==> config.mk <==
export PLATFORM = sky130hd
export DESIGN_NAME = vend_fulfil_ctrl
export DESIGN_NICKNAME = d
export VERILOG_FILES = /design/src/rtl/vend_fulfil_ctrl.sv
export SDC_FILE = /design/constraint.sdc
export NUM_CORES = 1
export LEC_CHECK = 0
export CAP_MARGIN = 20
export CORE_MARGIN = 5
export CORE_UTILIZATION = 45
export CTS_CLUSTER_DIAMETER = 120
export CTS_CLUSTER_SIZE = 8
export DETAILED_ROUTE_END_ITERATION = 12
export DONT_BUFFER_PORTS = 1
export PLACE_DENSITY = 0.61
export SLEW_MARGIN = 20
export SYNTH_ARGS = -nofsm -noshare
export SYNTH_HDL_FRONTEND = slang
export SYNTH_SLANG_ARGS = --single-unit
==> constraint.sdc <==
create_clock -name clk -period 4 [get_ports clk]
set_input_delay 0.8 -clock clk [delete_from_list [all_inputs] [get_ports clk]]
set_output_delay 0.8 -clock clk [all_outputs]
set_load 0.01 [all_outputs]
==> src/rtl/vend_fulfil_ctrl.sv <==
// Vend fulfilment controller: queues dispense/chg5 requests and sequences the
// product motor and change hopper with per-actuation timeout and sticky fault.
module vend_fulfil_ctrl #(
  parameter int DEPTH   = 4,
  parameter int TIMEOUT = 1000,
  parameter int CNT_W   = 16
) (
  input  logic             clk,
  input  logic             rst_n,
  input  logic             dispense,
  input  logic             chg5,
  input  logic             motor_done,
  input  logic             hopper_done,
  input  logic             fault_clr,
  output logic             motor_en,
  output logic             hopper_en,
  output logic             busy,
  output logic             fault,
  output logic             ovf,
  output logic [CNT_W-1:0] vend_count
);

  localparam int AW = (DEPTH > 1) ? $clog2(DEPTH) : 1;
  localparam int TW = (TIMEOUT > 1) ? $clog2(TIMEOUT) : 1;

  typedef enum logic [2:0] {IDLE, VEND, CHANGE, GAP, FAULT} state_t;

  state_t          state, state_nxt;
  logic [AW-1:0]   wr_ptr, rd_ptr;
  logic [AW:0]     count, count_nxt;
  logic            mem [DEPTH];
  logic            chg_q;
  logic [TW-1:0]   tmo_cnt;
  logic            pop, push_ok, drop, tmo_hit, vend_done;

  always_comb begin
    pop       = (state == IDLE) && (count != '0);
    push_ok   = dispense && ((count < (AW+1)'(DEPTH)) || pop);
    drop      = dispense && !push_ok;
    tmo_hit   = (tmo_cnt == TW'(TIMEOUT - 1));
    count_nxt = count + (AW+1)'(push_ok) - (AW+1)'(pop);
    state_nxt = state;
    vend_done = 1'b0;
    case (state)
      IDLE:   if (pop) state_nxt = VEND;
      // done wins over a same-cycle expiry
      VEND: begin
        if (motor_done) begin
          vend_done = 1'b1;
          state_nxt = chg_q ? CHANGE : GAP;
        end else if (tmo_hit) begin
          state_nxt = FAULT;
        end
      end
      CHANGE: begin
        if (hopper_done)  state_nxt = GAP;
        else if (tmo_hit) state_nxt = FAULT;
      end
      GAP:    state_nxt = IDLE;
      FAULT:  if (fault_clr) state_nxt = IDLE;
      default: state_nxt = IDLE;
    endcase
  end

  always_ff @(posedge clk) begin
    if (!rst_n) begin
      state      <= IDLE;
      wr_ptr     <= '0;
      rd_ptr     <= '0;
      count      <= '0;
      tmo_cnt    <= '0;
      motor_en   <= 1'b0;
      hopper_en  <= 1'b0;
      busy       <= 1'b0;
      fault      <= 1'b0;
      ovf        <= 1'b0;
      vend_count <= '0;
    end else begin
      state <= state_nxt;
      count <= count_nxt;
      if (push_ok) wr_ptr <= wr_ptr + AW'(1);
      if (pop)     rd_ptr <= rd_ptr + AW'(1);
      // Counter restarts whenever an actuation state is entered
      if ((state_nxt == state) && ((state == VEND) || (state == CHANGE)))
        tmo_cnt <= tmo_cnt + TW'(1);
      else
        tmo_cnt <= '0;
      motor_en   <= (state_nxt == VEND);
      hopper_en  <= (state_nxt == CHANGE);
      fault      <= (state_nxt == FAULT);
      busy       <= (state_nxt != IDLE) || (count_nxt != '0);
      if (drop)           ovf <= 1'b1;
      else if (fault_clr) ovf <= 1'b0;
      vend_count <= vend_count + CNT_W'(vend_done);
    end
  end

  // Queue storage and popped change flag are data; pointers handle reset
  always_ff @(posedge clk) begin
    if (push_ok) mem[wr_ptr] <= chg5;
    if (pop)     chg_q       <= mem[rd_ptr];
  end

endmodule

==> results of run 1 <==
==> flip-flops by register name, summed over array words and instances, names as in the netlist, 2 cells and up <==
signal,cells
count,3
vend_count,16
wr_ptr,2
state,3
mem,4
rd_ptr,2
tmo_cnt,10
==> metrics by stage <==
step	utilization, %	instances	setup WS (ps)	hold WS [ps]
final	48.8	277	862	467
after global routing	48.8	277	547	531
after global placement	46.8	269	924	457
after CTS	48.8	277	823	472
after detailed placement	46.8	269	857	460
after floorplan	-	222	1060	430
==> critical path, delay by kind of cell, from the launching register on <==
family | cells | cell delay [ps]
DFF | 1 | 390
buffers and inverters | 2 | 110
AOI/OAI and AO/OA | 2 | 760
and+or+nand+nor | 2 | 660
adders and majority gates | 3 | 830
xor gates and xnor gates | 2 | 280
==> final timing paths <==
check                                 from         end
worst min register to register  tmo_cnt[0]  tmo_cnt[0]
worst min-delay path            tmo_cnt[0]  tmo_cnt[0]
worst max-delay path              state[1]        busy
worst max register to register    state[1]        busy
==> metal layers <==
| layer | vias up | wire [um] | global-route usage (%) |
|---|---|---|---|
| li1 | 783 | - | - |
| met1 | 708 | 1870 | 18.7 |
| met2 | 38 | 1710 | 20.5 |
| met3 | 13 | 272 | 4.85 |
| met4 | 0 | 92 | 5.50 |
| met5 | - | 0 | 0 |
==> cell type report <==
type | count | area [sq um] | share of cell area, %
clock buffer | 6 | 82.6 | 3.60
clock inverter | 2 | 12.5 | 0.546
inverter | 14 | 52.6 | 2.29
multi-input combinational | 154 | 1100 | 47.9
sequential | 46 | 971 | 42.4
tap | 54 | 67.6 | 2.95
timing repair buffer | 1 | 7.51 | 0.328
==> cell families (layout without fill, tap and decap cells) <==
group	after synthesis	in the layout
adders and majority gates	10	10
buffers and inverters	22	23
DFF	46	46
muxes	1	1
xor gates and xnor gates	23	23
and+or+nand+nor	91	91
AOI/OAI and AO/OA	29	29
==> Yosys cell counts, types with 2 or more instances <==
master / number
xor2_1: 6
nand2b_1: 2
nor2_1: 16
and3_1: 4
edfxtp_1: 5
nand4_1: 4
buf_6: 2
nor3_1: 10
nand3b_1: 2
or3_1: 5
inv_1: 14
xnor2_1: 17
nor4_1: 4
nand2_1: 11
a2111oi_0: 10
nand3_1: 7
and2_1: 11
a21oi_1: 9
ha_1: 9
or2b_2: 3
clkbuf_1: 5
o21ai_0: 3
o31ai_1: 2
dfxtp_1: 41
==> power groups by stage <==
stage | Clock (mW) | Sequential (mW) | Combinational, mW
detailed placement | 0 | 0.593 | 0.318
global route | 0.328 | 0.592 | 0.366
CTS | 0.305 | 0.584 | 0.319
floorplan | 0 | 0.569 | 0.299
finish | 0.292 | 0.582 | 0.313
global placement | 0 | 0.593 | 0.314
==> results.cfg, run 1 <==
[worst_setup_path]
crit_type = flip-flop to flip-flop
required_ps = 4180
crit_path_end_kind = flip-flop
cp_max_fo = 10
crit_slowest_cell = o31ai_1
rr_worst_depth = 11
start_kind = flip-flop
arrival_ps = 3320
max_stage_delay_ps = 450
path_cells = o31ai_1 > and2_1 > inv_1 > ha_1 > inv_1 > ha_1 > fa_1 > xnor2_1 > xnor2_1 > or3_2 > o41a_1
r2r_setup_slack_ps = 860

[power_and_ir_drop]
p_sw_share_pct = 31.9
leakage_nw = 0.758
combPwrFrac_pct = 26.4
ir_drop_mv = 0.309
power_mw = 1.19
seq_power_share_pct = 49.0
clockPowerShare_pct = 24.6
p_int_mw = 0.808
power.density_nw_per_um2 = 518
p_sw_mw = 0.379

[clocking]
cts_hold_buffers = 0
cts_made_buffers = 5
clk_latency_ps = 300
cts_setup_buffers = 0
cts_resized = 0
h-tree-depth = 2
clkTransAtPathRegs_ps = 80
clkSinkCount = 46
cts_tree = yes
cts_root_buffer = clkbuf_8
cts_buffer_depth = 2

[sta]
rsz0062_at_grt = no
setup_viol = 0
fmax_mhz = 319
slew_violations = 0
finalSetupTns_ps = 0
fin_skew_ps = 9.34
fin_crit_ps = 3140
hold_viol_final = 0
tightest_slew_ps = 706
slew-limit-headroom_pct = 52.5
finalCritPeriodShare_pct = 78.4

[synth]
synth-compound-area-share_pct = 9.75
ys_ff_latch = 46
synth-simple-area-share_pct = 24.4
synth-xor-area-share_pct = 9.28
ys_types = 44
yosysSeqAreaShare_pct = 44.8
synth_edf_count = 5
synthAdderAreaFrac_pct = 6.11
async_flop_share_pct = 0
synth_top_family_by_area = simple AND/OR/NAND/NOR gates
yosys_warnings = 0
synthCells = 222
netlist_area_sq_um = 2170
yosys-top-cells-area = dfxtp_1 (38%), edfxtp_1 (6.9%), xnor2_1 (6.9%), ha_1 (5.2%), a2111oi_0 (4.0%)
yosys.area.top_type = dfxtp_1
synthMuxAreaShare_pct = 1.04
synth_nets = 239
synth_top_flop_cell = dfxtp_1
yosysTopAreaCellShare_pct = 37.8
avgSynthCellArea_sq_um = 9.77

[place]
place_area_sq_um = 2200
post-dp-hpwl_um = 2800
numPortBuffers = 0
finalWeightedCongestion = 0.769

[layout]
layout_commonest_cell = dfxtp_1
fin_nets = 239
fillCellCount = 447
syn2layout_area_growth_pct = 5.59
diodes = 0
final_cell_mix = dfxtp_1 (41), xnor2_1 (17), nor2_1 (16)
final_cell_area_sq_um = 2290
drive_gt1_share_pct = 9.42

[floorplan]
die_h_um = 79.4
io_pins = 28
core_sq_um = 4690
rows = 25
die_w_um = 79.4
die_area_sq_um = 6310
initial_utilization_pct = 46.2

[run]
drv_cap = 0

[route]
vias_per_cell = 5.57
vias = 1542
drc = 0
totalWireLength_um = 3940
wire_per_inst_um = 14.2
drt-initial-drc-count = 77
ant_nets = 0
firstDrtPassIters = 4

[global_route]
grt_util_all_layers_pct = 14.0
grt_pass1_vias = 1469
grt_pass1_wl_um = 6910
grt.overflow.total = 0
antenna_found_initial = 0
grt_max_degree = 22

[run_status]
status = complete, no violations

[min_path]
hp-class = flip-flop to flip-flop
whs_path_depth = 1
No activity file was read; power rests on OpenSTA's default activity.
==> run 2: changes to the inputs <==
PLACE_DENSITY = 0.63   (was 0.61)
clock period = 2.8 ns   (was 4 ns; I/O delays follow)
==> run 2 against run 1 <==
  * Global-route usage grew 0.25 points
  * Worst setup slack lost 760 ps
  * Maximum frequency grew 16%
  * Highest routed layer unchanged
  * Critical path type unchanged
  * Die area is the same
  * Largest power group unchanged
==> results.cfg, run 2 (synthesized netlist as in run 1, its figures left out) <==
[floorplan]
die_w_um = 79.4
io_pins = 28
die_area_sq_um = 6310
core_sq_um = 4690
initial_utilization_pct = 46.2
die_h_um = 79.4
rows = 25

[power_and_ir_drop]
combPwrFrac_pct = 34.9
leakage_nw = 0.830
ir_drop_mv = 0.522
p_int_mw = 1.26
clockPowerShare_pct = 20.9
p_sw_mw = 0.588
seq_power_share_pct = 44.2
power.density_nw_per_um2 = 757
p_sw_share_pct = 31.8

[worst_setup_path]
rr_worst_depth = 10
start_kind = flip-flop
critical_path.most_common_cell = or3_4
arrival_ps = 2880
cp_max_fo = 2
crit_path_end_kind = flip-flop
crit_type = flip-flop to flip-flop
path_cells = or3_4 > and2_4 > ha_4 > inv_1 > ha_2 > fa_2 > xnor2_2 > xnor2_1 > or3_4 > o41a_1
r2r_end = busy
rr_startpoint = count[0]
required_ps = 2980
crit_slowest_cell = or3_4
max_stage_delay_ps = 380
r2r_setup_slack_ps = 100

[layout]
ff_latch_area_sq_um = 973
largest_register_ffs = 16
multi_input_area_sq_um = 1150
layout_commonest_cell = dfxtp_1
drive_gt1_share_pct = 18.6
final_cell_area_sq_um = 2440
fin_util_pct = 52.0
largest_registers = vend_count x16, tmo_cnt x10, mem x4
fin_nets = 252
diodes = 0
fillCellCount = 448
final_cell_mix = dfxtp_1 (39), xnor2_1 (16), nor2_1 (16)
syn2layout_area_growth_pct = 12.5
top_register = vend_count

[clocking]
clkSinkCount = 46
cts_buffer_depth = 2
cts_made_buffers = 5
cts_tree = yes
clkTransAtPathRegs_ps = 80
h-tree-depth = 2
cts_hold_buffers = 0
cts_root_buffer = clkbuf_8
clk_latency_ps = 290

[route]
totalWireLength_um = 4080
vias_per_cell = 5.49
firstDrtPassIters = 4
ant_nets = 0
drt-initial-drc-count = 43
vias = 1591
drc = 0
wire_per_inst_um = 14.1

[sta]
tightest_slew_ps = 568
fmax_mhz = 370
finalCritPeriodShare_pct = 96.4
fin_skew_ps = 8.10
slew_violations = 0
fin_crit_ps = 2700
hold_viol_final = 0
slew-limit-headroom_pct = 62.0
whs_ps = 361
setup_viol = 0
rsz0062_at_grt = no

[global_route]
grt_pass1_vias = 1562
antenna_found_initial = 0
grt_util_all_layers_pct = 14.2
grt.overflow.total = 0
grt_max_degree = 21
grt_pass1_wl_um = 7100

[run]
drv_cap = 0

[place]
numPortBuffers = 0
post-dp-hpwl_um = 2920
finalWeightedCongestion = 0.768
place_area_sq_um = 2310

[min_path]
hp-class = input pin to flip-flop
hold-path-endpoint = mem[3]
hold_start = chg5
whs_path_depth = 0

[run_status]
status = complete, no violations
[run 2: power groups by stage]
| stage | clock network, mW | logic [mW] | registers, mW |
|---|---|---|---|
| finish | 0.386 | 0.645 | 0.817 |
| CTS | 0.405 | 0.628 | 0.817 |
| global route | 0.434 | 0.728 | 0.829 |
| detailed placement | 0 | 0.573 | 0.830 |
| global placement | 0 | 0.564 | 0.830 |
| floorplan | 0 | 0.451 | 0.816 |
[run 2: layout make-up]
type,count,area share [%]
clock inverters,2,0.564
repair buffers,14,4.31
flip-flops and latches,46,39.9
well taps,54,2.77
clock buffers,6,2.97
inverters,14,2.15
multi-input cells,154,47.3
[run 2: worst max-delay path by stage]
stage	start	to	slack [ps]	depth (start not counted)
3_3_place_gp	count[0]	busy	50	10
4_1_cts	count[0]	busy	6	10
3_5_place_dp	count[0]	busy	-0.7	10
5_1_grt	count[0]	busy	0.7	10
6_report	count[0]	busy	100	10
2_1_floorplan	state[0]	busy	20	12
[run 2: worst max-delay path, delay by kind of cell (launching register included)]
kind / cells / cell delay (ps)
compound gates: 1 / 310
xor+xnor: 2 / 280
fa+ha+maj: 3 / 760
buf+inv: 1 / 40
flops: 1 / 320
simple gates: 3 / 880
[run 2: per-layer routing]
metal | vias up | wire, um | global-route usage [%]
met1 | 747 | 1910 | 18.2
li1 | 806 | - | -
met5 | - | 0 | 0
met3 | 7 | 198 | 4.51
met4 | 0 | 53 | 4.98
met2 | 31 | 1910 | 22.5
[run 2: per-stage QoR]
step / instances / power (mW) / setup TNS, ps / setup slack [ps]
detailed placement: 281 / 1.40 / -0.741 / -0.741
floorplan: 222 / 1.27 / 0 / 19.3
global placement: 281 / 1.39 / 0 / 51.0
CTS: 290 / 1.85 / 0 / 5.52
finish: 290 / 1.85 / 0 / 100
global route: 290 / 1.99 / 0 / 0.742
[run 2: repair_timing]
item                                   CTS  global route
endpoints found under the hold margin    0             0
resized for setup                        5             3
setup endpoints to repair                1             1
pin swaps                                2             4
buffers inserted                         1             0
==> run 3: changes to the inputs <==
CELL_PAD_IN_SITES_DETAIL_PLACEMENT = 0   (was not set)
CELL_PAD_IN_SITES_GLOBAL_PLACEMENT = 1   (was not set)
CORE_MARGIN = not set   (was 5)
CORE_UTILIZATION = 43   (was 45)
PLACE_DENSITY = 0.75   (was 0.63)
==> run 3 against run 2 <==
  * Clock power up 41%
  * Register-to-register slack worse by 60 ps
  * Sequential power hardly changed
  * Critical endpoint unchanged
  * Highest routed layer unchanged
==> results.cfg, run 3 (synthesized netlist as in run 1, its figures left out) <==
[floorplan]
die_h_um = 73.0
die_area_sq_um = 5330
die_w_um = 73.0
initial_utilization_pct = 45.3
io_pins = 28
rows = 25
core_sq_um = 4790

[sta]
hold_viol_final = 0
whs_ps = 360
slew-limit-headroom_pct = 59.5
setup_viol = 0
fin_ws_ps = 41.3
fin_crit_ps = 2760
finalCritPeriodShare_pct = 98.5
fmax_mhz = 362
fin_skew_ps = 10.9
slew_violations = 0
tightest_slew_ps = 606
rsz0062_at_grt = yes

[clocking]
cts_hold_buffers = 0
cts_made_buffers = 5
clk_latency_ps = 300
cts_tree = yes
h-tree-depth = 2
cts_buffer_depth = 2
clkTransAtPathRegs_ps = 80
cts_root_buffer = clkbuf_8
clkSinkCount = 46

[min_path]
hold-path-endpoint = mem[1]
hp-class = input pin to flip-flop
whs_path_depth = 0
hold_start = chg5

[global_route]
grt_max_degree = 21
grtUsageMet2_pct = 27.5
grtUsageMet1_pct = 22.8
grt_pass1_vias = 1562
use_met3_pct = 5.25
grt.busiest_layer = met2
antenna_found_initial = 0
grt_pass1_wl_um = 7100
grt_util_all_layers_pct = 17.5
grt.overflow.total = 0

[layout]
largest_register_ffs = 16
drive_gt1_share_pct = 19.5
final_cell_mix = dfxtp_1 (39), xnor2_1 (16), nor2_1 (16)
fin_util_pct = 52.3
largest_registers = vend_count x16, tmo_cnt x10, mem x4
syn2layout_area_growth_pct = 15.5
layout_commonest_cell = dfxtp_1
top_register = vend_count
final_cell_area_sq_um = 2500
fin_nets = 252
diodes = 0

[worst_setup_path]
crit_type = flip-flop to flip-flop
r2r_setup_slack_ps = 40
rr_startpoint = count[1]
rr_worst_depth = 10
crit_path_end_kind = flip-flop
start_kind = flip-flop
required_ps = 2980
r2r_end = busy
arrival_ps = 2940
cp_max_fo = 2

[route]
ant_nets = 0
vias_per_cell = 5.20
wire_per_inst_um = 13.9
drt-initial-drc-count = 93
firstDrtPassIters = 4
totalWireLength_um = 4220
drc = 0
vias = 1575

[place]
numPortBuffers = 0
finalWeightedCongestion = 0.725
post-dp-hpwl_um = 2960
place_area_sq_um = 2320
dp_slack_ps = 13.3

[power_and_ir_drop]
ir_drop_mv = 0.521
combPwrFrac_pct = 31.9
p_sw_share_pct = 30.0
leakage_nw = 0.850
power.density_nw_per_um2 = 800
p_int_mw = 1.40
p_sw_mw = 0.601
clockPowerShare_pct = 27.2
seq_power_share_pct = 40.9

[run]
drv_cap = 0

[run_status]
status = complete, no violations
-- run 3: cell count changes in the layout (fill, tap and decap cells not counted), sizes merged --
cell    delta
clkinv     -1
bufinv     +1
-- run 3: per-layer routing --
layer | wire length, um | share of wire, %
met5 | 0 | 0
met4 | 44 | 1.0
met3 | 237 | 5.6
met2 | 1910 | 45
met1 | 2030 | 48
-- run 3: critical path: stages (launching register included) --
cell	delay, ps
dfxtp_1	320
or3_4	380
and2_4	180
ha_4	240
inv_1	40
ha_2	170
fa_2	370
xnor2_2	150
xnor2_1	130
or3_4	320
o41a_1	360
-- run 3: worst max path at each step --
stage                        start  endpoint  slack [ps]  cells past startpoint
after global placement    count[0]      busy          50                     10
after CTS                 count[2]      busy           5                     10
final                     count[1]      busy          40                     10
after floorplan           state[0]      busy          20                     12
after global routing      count[1]      busy         -50                     10
after detailed placement  count[0]      busy          10                     10
-- run 3: stage by stage --
stage,power (mW),instances,setup TNS (ps)
after global placement,1.40,294,0
after CTS,1.96,302,0
after detailed placement,1.40,294,0
final,2.00,303,0
after floorplan,1.27,222,0
after global routing,2.14,303,-55.0
-- run 3: layout make-up --
| cell class | count | area [sq um] |
|---|---|---|
| multi-input cells | 154 | 1150 |
| flip-flops and latches | 46 | 976 |
| inverters | 14 | 52.6 |
| fillers | 466 | 2280 |
| clock inverters | 2 | 38.8 |
| well taps | 67 | 83.8 |
| repair buffers | 14 | 105 |
| clock buffers | 6 | 93.8 |
-- run 3: power groups by stage --
| stage | Combinational (mW) | Clock [mW] | Sequential (mW) |
|---|---|---|---|
| final | 0.639 | 0.545 | 0.819 |
| after CTS | 0.574 | 0.568 | 0.818 |
| after detailed placement | 0.571 | 0 | 0.831 |
| after global routing | 0.718 | 0.592 | 0.829 |
| after floorplan | 0.451 | 0 | 0.816 |
| after global placement | 0.569 | 0 | 0.829 |
-- run 3: repair_timing --
action / in CTS / in global routing
setup buffers: 0 / 1
resized for setup: 0 / 10
endpoints found under the setup margin: 1 / 1
pin swaps: 1 / 7
